[config.mk]
export PLATFORM = sky130hd
export DESIGN_NAME = bcd_seven_seg_scan
export DESIGN_NICKNAME = d
export VERILOG_FILES = /design/src/rtl/bcd_seven_seg_scan.sv
export SDC_FILE = /design/constraint.sdc
export NUM_CORES = 1
export LEC_CHECK = 0
export ABC_AREA = 1
export BUFFER_PORTS_ARGS = -buffer_cell sky130_fd_sc_hd__buf_4
export CAP_MARGIN = 0
export CORE_UTILIZATION = 53
export DETAILED_ROUTE_END_ITERATION = 6
export PLACE_DENSITY = 0.82
export REMOVE_ABC_BUFFERS = 1
export SYNTH_ARGS = -nofsm -noshare
export SYNTH_HDL_FRONTEND = slang
export SYNTH_SLANG_ARGS = --single-unit
[constraint.sdc]
create_clock -name clk -period 1.8 [get_ports clk]
set_clock_uncertainty 0.05 [all_clocks]
set_input_delay 0.09 -clock clk [delete_from_list [all_inputs] [get_ports clk]]
set_output_delay 0.09 -clock clk [all_outputs]
set_load 0.01 [all_outputs]
[src/rtl/bcd_seven_seg_scan.sv]
// Time-multiplexed 7-segment driver for a packed BCD word with leading-zero
// blanking and frame-boundary (tear-free) display update.
module bcd_seven_seg_scan #(
  parameter int unsigned NUM_DIGITS    = 8,
  parameter int unsigned REFRESH_DIV   = 100000,
  parameter bit          ACTIVE_LOW    = 1'b1,
  parameter bit          BLANK_LEADING = 1'b1
) (
  input  logic        clk,
  input  logic        rst,
  input  logic [31:0] bcd_in,
  input  logic        bcd_valid,
  input  logic [7:0]  dp_in,
  input  logic        en,
  output logic [7:0]  anode,
  output logic [6:0]  seg,
  output logic        dp,
  output logic        frame_done
);

  localparam int unsigned      PW         = $clog2(REFRESH_DIV);
  localparam logic [PW-1:0]    PRESC_LAST = PW'(REFRESH_DIV - 1);
  localparam logic [2:0]       IDX_LAST   = 3'(NUM_DIGITS - 1);
  localparam logic [7:0]       ANODE_OFF  = {8{ACTIVE_LOW}};
  localparam logic [6:0]       SEG_OFF    = {7{ACTIVE_LOW}};

  logic [PW-1:0] presc_q, presc_d;
  logic [2:0]    idx_q, idx_d;
  logic [31:0]   shadow_q, shadow_d, disp_q, disp_d;
  logic [7:0]    shadow_dp_q, shadow_dp_d, disp_dp_q, disp_dp_d;
  logic          pending_q, pending_d;
  logic          frame_done_q, frame_done_d;
  logic [7:0]    anode_q, anode_d;
  logic [6:0]    seg_q, seg_d;
  logic          dp_q, dp_d;

  logic          slot_end, boundary, nz_above;
  logic [7:0]    keep;
  logic [3:0]    nib;
  logic [6:0]    seg_on;

  function automatic logic [6:0] decode(input logic [3:0] n);
    logic [6:0] s;
    case (n)
      4'd0:    s = 7'h3F;
      4'd1:    s = 7'h06;
      4'd2:    s = 7'h5B;
      4'd3:    s = 7'h4F;
      4'd4:    s = 7'h66;
      4'd5:    s = 7'h6D;
      4'd6:    s = 7'h7D;
      4'd7:    s = 7'h07;
      4'd8:    s = 7'h7F;
      4'd9:    s = 7'h6F;
      default: s = 7'h40;
    endcase
    return s;
  endfunction

  always_comb begin
    presc_d      = presc_q;
    idx_d        = idx_q;
    shadow_d     = shadow_q;
    shadow_dp_d  = shadow_dp_q;
    disp_d       = disp_q;
    disp_dp_d    = disp_dp_q;
    pending_d    = pending_q;
    anode_d      = ANODE_OFF;
    seg_d        = SEG_OFF;
    dp_d         = ACTIVE_LOW;
    nz_above     = 1'b0;
    keep         = '0;

    slot_end     = en && (presc_q == PRESC_LAST);
    boundary     = slot_end && (idx_q == IDX_LAST);
    frame_done_d = boundary;

    if (!en || slot_end) begin
      presc_d = '0;
    end else begin
      presc_d = presc_q + 1'b1;
    end
    if (slot_end) begin
      idx_d = boundary ? 3'd0 : idx_q + 3'd1;
    end

    if (bcd_valid) begin
      shadow_d    = bcd_in;
      shadow_dp_d = dp_in;
      pending_d   = 1'b1;
    end
    // A strobe on the boundary cycle goes straight to the display.
    if (boundary && (pending_q || bcd_valid)) begin
      disp_d    = bcd_valid ? bcd_in : shadow_q;
      disp_dp_d = bcd_valid ? dp_in : shadow_dp_q;
      pending_d = 1'b0;
    end

    for (int i = 7; i >= 0; i--) begin
      if (i < int'(NUM_DIGITS) && disp_q[4*i +: 4] != 4'h0) begin
        nz_above = 1'b1;
      end
      keep[i] = nz_above || (i == 0) || !BLANK_LEADING;
    end

    nib    = disp_q[{idx_q, 2'b00} +: 4];
    seg_on = keep[idx_q] ? decode(nib) : 7'h00;

    if (en) begin
      anode_d = (8'h01 << idx_q) ^ ANODE_OFF;
      seg_d   = seg_on ^ SEG_OFF;
      dp_d    = disp_dp_q[idx_q] ^ ACTIVE_LOW;
    end
  end

  always_ff @(posedge clk) begin
    if (rst) begin
      presc_q      <= '0;
      idx_q        <= '0;
      shadow_q     <= '0;
      shadow_dp_q  <= '0;
      disp_q       <= '0;
      disp_dp_q    <= '0;
      pending_q    <= 1'b0;
      frame_done_q <= 1'b0;
      anode_q      <= ANODE_OFF;
      seg_q        <= SEG_OFF;
      dp_q         <= ACTIVE_LOW;
    end else begin
      presc_q      <= presc_d;
      idx_q        <= idx_d;
      shadow_q     <= shadow_d;
      shadow_dp_q  <= shadow_dp_d;
      disp_q       <= disp_d;
      disp_dp_q    <= disp_dp_d;
      pending_q    <= pending_d;
      frame_done_q <= frame_done_d;
      anode_q      <= anode_d;
      seg_q        <= seg_d;
      dp_q         <= dp_d;
    end
  end

  assign anode      = anode_q;
  assign seg        = seg_q;
  assign dp         = dp_q;
  assign frame_done = frame_done_q;

endmodule

After elaboration in Yosys (flattened, before gate mapping)
Memories as Yosys holds them, arrays and structs flattened.
Index checks and enable logic that the tools add are counted.
{"block": "word_totals", "output_inout_bits": 17, "elab_cells": 54, "in_bits": 44, "memories": 1, "regBits": 118, "latch_bits": 0, "ramBits": 0, "rom_bits": 112}
{"block": "classes", "n_bitwise": 4, "shifts": 2, "n_eq_ne": 2, "div": 0, "n_mux": 15, "n_lt_le_gt_ge": 1, "multipliers": 0, "add_sub_neg": 2, "reduce_logical": 16}
{"name": "(no name shown)", "depth": 16, "word_bits": 7, "rd": 1, "rd_ports_with_merged_regs": 0, "write_ports": 0, "line": "44", "text": "case (n)"}
{"operator": "32-bit two-way mux", "n": 1}
{"operator": "32-bit by 6-bit indexed part select with 4-bit output", "n": 1}
{"operator": "4-bit nonzero test", "n": 7}
{"operator": "17-bit by 1-bit adder with 17-bit output, second input constant", "n": 1}
{"operator": "17-bit == test, second input constant", "n": 1}
{"operator": "1-bit two-way mux", "n": 9}
{"operator": "8-bit two-way mux", "n": 1}
{"operator": "8-bit NOT", "n": 1}
{"operator": "1-bit by 3-bit << shifter with 8-bit output, first input constant", "n": 1}
{"operator": "7-bit two-way mux", "n": 1}
{"operator": "7-bit NOT", "n": 1}
{"operator": "1-bit binary-select mux with 3-bit select", "n": 2}
{"operator": "2-bit OR reduction", "n": 3}
{"operator": "3-bit by 4-bit < comparator with 1-bit output, second input constant", "n": 1}
{"operator": "3-bit by 1-bit adder with 3-bit output, second input constant", "n": 1}
{"operator": "3-bit == test, second input constant", "n": 1}
{"operator": "1-bit logical AND", "n": 3}
{"operator": "3-bit two-way mux", "n": 1}
{"operator": "1-bit logical OR", "n": 2}
{"operator": "1-bit NOT", "n": 2}
{"operator": "1-bit zero test", "n": 1}

Logic depth before layout (Yosys ltp)
{"block": "logic_depth", "ltp_word": 12, "mapped_depth": 13, "depth_no_buf": 12}

Least setup slack after synthesis
Ideal clock, no wire load.
{"block": "synth_path", "path_type": "register to register", "startpoint": "register idx_q[1]", "endpoint": "register seg_q[3] (netlist: seg[3])", "arrival_ns": 1.796, "setup_ns": 0.139, "stages_incl_launch_ff": 13, "period_less_slack_ns": 1.985, "setup_slack_ns": -0.185, "required_ns": 1.611, "n_path_buf": 1, "cell_sequence": "dfxtp_1 -> buf_2 -> clkinv_1 -> a21oi_1 -> o21ai_0 -> nand2_1 -> inv_1 -> o21ai_1 -> inv_1 -> ha_1 -> nand3_1 -> nand3_1 -> nand3_1"}
{"block": "synth_between", "elab_chain_cells": 4, "elab_cells_between_ends": 6, "classes_between": "1 x shift; 3 x mux; 1 x bitwise; 1 x memory"}
{"item": "start: declaration", "line": "28", "text": "logic [2:0] idx_q, idx_d;"}
{"item": "start signal: assignment", "line": "131", "text": "idx_q <= idx_d;"}
{"item": "32-bit by 6-bit indexed part select with 4-bit output or 1-bit binary-select mux with 3-bit select (tied branches)", "line": "106, 107"}
{"item": "memory read 16 x 7 bit or 1-bit two-way mux (tied branches)"}
{"item": "7-bit two-way mux (*)", "line": "107", "text": "seg_on = keep[idx_q] ? decode(nib) : 7'h00;"}
{"item": "7-bit NOT (no source line) (*)"}
{"item": "end signal: assignment", "line": "139", "text": "seg_q <= seg_d;"}
{"item": "end: declaration", "line": "34", "text": "logic [6:0] seg_q, seg_d;"}
Every way passes the cells marked *; elsewhere a longest branch is shown, timed or not. The select of a mux whose other input is x is not followed.
A chain may end at the register's enable or synchronous reset.

Worst setup path in the final report
{"block": "layout_path", "startpoint": "register idx_q[0]", "endpoint": "register seg_q[3] (netlist: seg[3])"}
The elaborated chain is that of the path after synthesis.

==> results.cfg <==
[global_route]
top_usage_layer = met2
grt_max_degree = 46
use_met3 = 0.0617
grt_pass1_wl_microns = 21000
antenna_found_initial = 0
grtUsageMet1 = 0.292
grt_use_total = 0.259
grt_pass1_vias = 4838
grt-ovfl-total = 0
grtUsageMet2 = 0.465

[status]
violations = DRC, setup timing
outcome = finished, violations left

[detailed_routing]
via_per_inst = 5.71
dr.pass1.iters = 7
ant_nets = 0
vias = 5889
drc = 3
drtIter0Drc = 706
drt-total-wl_microns = 18200
wire_per_inst_microns = 17.7

[sta]
period_needed_ns = 2.07
relSlewSlack = 0.613
final_max_slew_viol_count = 0
fin_crit_sh = 1.15
grt_setup_unrepaired = true
setup_viol = 49
clock.fmax_mhz = 483
worstMarginPinSlew_ns = 0.580
finalHoldViolCount = 0
tns_ns = -4.07
setup_ws_ns = -0.268

[logic_synthesis]
synth_area_sq_mm = 0.00542
muxShareOfSynthArea = 0.0739
synth_top_family_by_area = simple AND/OR/NAND/NOR gates
synthAdderAreaFrac = 0.0277
ys_seq_area_frac = 0.436
synth_simple_gate_area_share = 0.289
syn_inst = 733
synth-compound-area-share = 0.0453
synth_cell_types = 31
synth_xor_area_frac = 0.0113
avgSynthCellArea_sq_um = 7.39
yosysWarnings = 0
ys_ff_latch = 118

[worst_setup_path]
end_kind = flip-flop
crit_type = flip-flop to flip-flop
rr_worst_depth = 9
critPathLaunchType = flip-flop
cp_max_fo = 11
reg2reg_slack_ns = -0.27
reg2reg_to = seg[3]$_SDFF_PP1_
worstPathRequired_ns = 2.13
rr_startpoint = idx_q[0]$_SDFFE_PP0P_
arrival_ns = 2.39

[cts]
cts.clk_slew.worst_paths_ns = 0.06
clk-insertion-delay-late_ns = 0.53
cts_buffer_depth = 2
cts_made_buffers = 17
cts_tree = yes
htreeDepth = 4
cts_root_buffer = clkbuf_8
cts_sinks = 118

[power_and_ir_drop]
sw_frac_of_total = 0.226
vdd_ir_drop_max_mv = 0.561
p_comb_frac = 0.075
seqPwrFrac = 0.422
p_per_area_mw_per_mm2 = 826
intPower_w = 0.00495
p_sw_w = 0.00145
leakagePower_nw = 3.55
clkPwrFrac = 0.503

[place]
dp_hpwl_microns = 8250
placed_cells = 914
pre_cts_ws_ns = -0.0965
gp_congestion = 0.927
io_buffers = 60

[worst_hold_path]
hp-start = en
hold_depth = 5
holdPathEnd = anode[3]$_SDFF_PP1_
holdCritPathClass = input port to flip-flop

[cells_and_area]
drive_gt1_frac = 0.227
area_growth_pct = 43.0
layout.cells.non_filler = 1032
num-fill-cells = 588
fin_nets = 943
n_antenna_cell = 0

[floorplan]
ios = 61
die_y_microns = 103
die-area_sq_mm = 0.0106
rows = 36
start_util = 0.552
core_area_sq_mm = 0.00982
die-width_microns = 103

[job]
drv_cap = 0
[kinds of logic after synthesis]
logic type,after synthesis
xor gates and xnor gates,7
buffers and inverters,153
DFF,118
adders and majority gates,12
and+or+nand+nor,358
muxes,40
AOI/OAI and AO/OA,45
[how the worst max path moves through the flow]
stage | endpoint | slack (ns) | depth (start not counted) | startpoint
after floorplan | disp_dp_q[0]$_SDFFE_PP0P_ | -1.67 | 6 | idx_q[0]$_SDFFE_PP0P_
after global placement | seg[3]$_SDFF_PP1_ | 0.005 | 11 | idx_q[0]$_SDFFE_PP0P_
after detailed placement | seg[3]$_SDFF_PP1_ | -0.1 | 11 | idx_q[0]$_SDFFE_PP0P_
after CTS | seg[5]$_SDFF_PP1_ | 0.005 | 12 | idx_q[0]$_SDFFE_PP0P_
after global routing | seg[4]$_SDFF_PP1_ | -0.27 | 10 | idx_q[0]$_SDFFE_PP0P_
final | seg[3]$_SDFF_PP1_ | -0.27 | 9 | idx_q[0]$_SDFFE_PP0P_
[critical path, stage by stage, from the launching register on]
cell	delay, ns
dfxtp_4	0.38
inv_4	0.11
buf_4	0.22
nor2_1	0.08
nand4_1	0.07
nand2_1	0.05
nand2_1	0.08
nand2_1	0.18
a21oi_1	0.52
nand3_1	0.16
[layer usage]
metal	share of wire	wire (microns)
met5	0	0
met1	0.36	6580
met3	0.10	1830
met4	0.080	1460
met2	0.46	8370
[flip-flops by register name, summed over array words and instances, names as in the netlist]
signal / flops
disp_dp_q: 8
disp_q: 32
idx_q: 3
dp: 1
shadow_q: 32
frame_done: 1
shadow_dp_q: 8
anode: 8
seg: 7
presc_q: 17
pending_q: 1
[stage by stage]
stage	power (W)	hold WS [ns]	area, sq um	util
finish	0.00640	0.0776	7750	0.789
global route	0.00656	0.0912	7750	0.789
CTS	0.00634	0.0283	7320	0.746
detailed placement	0.00308	0.313	6070	0.618
global placement	0.00307	0.307	6070	0.618
floorplan	0.00290	0.112	5220	-
[cell type report]
| type | count | area [sq um] | share of cell area |
|---|---|---|---|
| flip-flops and latches | 118 | 2370 | 0.306 |
| multi-input cells | 462 | 2590 | 0.334 |
| clock buffers | 22 | 453 | 0.0584 |
| clock inverters | 9 | 103 | 0.0132 |
| well taps | 133 | 166 | 0.0215 |
| inverters | 115 | 434 | 0.0560 |
| repair buffers | 173 | 1640 | 0.211 |
[power groups by stage]
| stage | combinational [W] | sequential (W) | clock (W) |
|---|---|---|---|
| floorplan | 0.000151 | 0.00275 | 0 |
| global placement | 0.000322 | 0.00275 | 0 |
| detailed placement | 0.000331 | 0.00275 | 0 |
| CTS | 0.000447 | 0.00270 | 0.00320 |
| global route | 0.000513 | 0.00270 | 0.00334 |
| finish | 0.000481 | 0.00270 | 0.00322 |
[cells in the final DEF, fill, tap and decap left out, types with 3 or more instances in the layout]
master / count
nand2_1: 130
dfxtp_1: 115
nor2_1: 112
inv_1: 95
buf_4: 88
dlygate4sd3_1: 66
nand4_1: 50
mux2i_1: 40
nand3_1: 21
clkbuf_16: 21
nand2_2: 19
inv_2: 17
a21oi_1: 15
o21ai_0: 15
nor3_1: 8
buf_6: 8
nand3_2: 7
nor2_2: 5
xor2_1: 5
ha_2: 5
ha_1: 5
o211ai_1: 4
clkinv_2: 4
buf_12: 4
o21ai_1: 3
clkbuf_8: 3
clkinvlp_4: 3
clkbuf_1: 3
[Yosys cell counts]
cell type | instances | share of area
a21oi_1 | 17 | 0.016
a21oi_2 | 1 | 0.0016
a22oi_1 | 2 | 0.0028
buf_1 | 4 | 0.0028
buf_2 | 22 | 0.020
buf_6 | 4 | 0.0083
clkbuf_1 | 8 | 0.0055
clkinv_1 | 3 | 0.0021
dfxtp_1 | 118 | 0.44
ha_1 | 12 | 0.028
inv_1 | 106 | 0.073
inv_2 | 6 | 0.0042
mux2i_1 | 40 | 0.074
nand2_1 | 149 | 0.10
nand2_2 | 2 | 0.0023
nand3_1 | 27 | 0.025
nand3_2 | 1 | 0.0018
nand3_4 | 1 | 0.0032
nand4_1 | 50 | 0.058
nor2_1 | 115 | 0.080
nor2_2 | 2 | 0.0023
nor2_4 | 1 | 0.0021
nor3_1 | 8 | 0.0074
nor3_4 | 1 | 0.0030
nor3b_1 | 1 | 0.0014
o211ai_1 | 4 | 0.0055
o21ai_0 | 18 | 0.017
o21ai_1 | 2 | 0.0018
o22ai_1 | 1 | 0.0012
xnor2_1 | 2 | 0.0032
xor2_1 | 5 | 0.0081
[timing repair]
item,4_1_cts,5_1_grt
setup endpoints to repair,7,68
hold buffers,66,0
resized for setup,10,67
buffers inserted,0,12
pin swaps,2,29
endpoints found under the hold margin,81,0
gates cloned,0,9
Power figures use the tool's default switching activity.
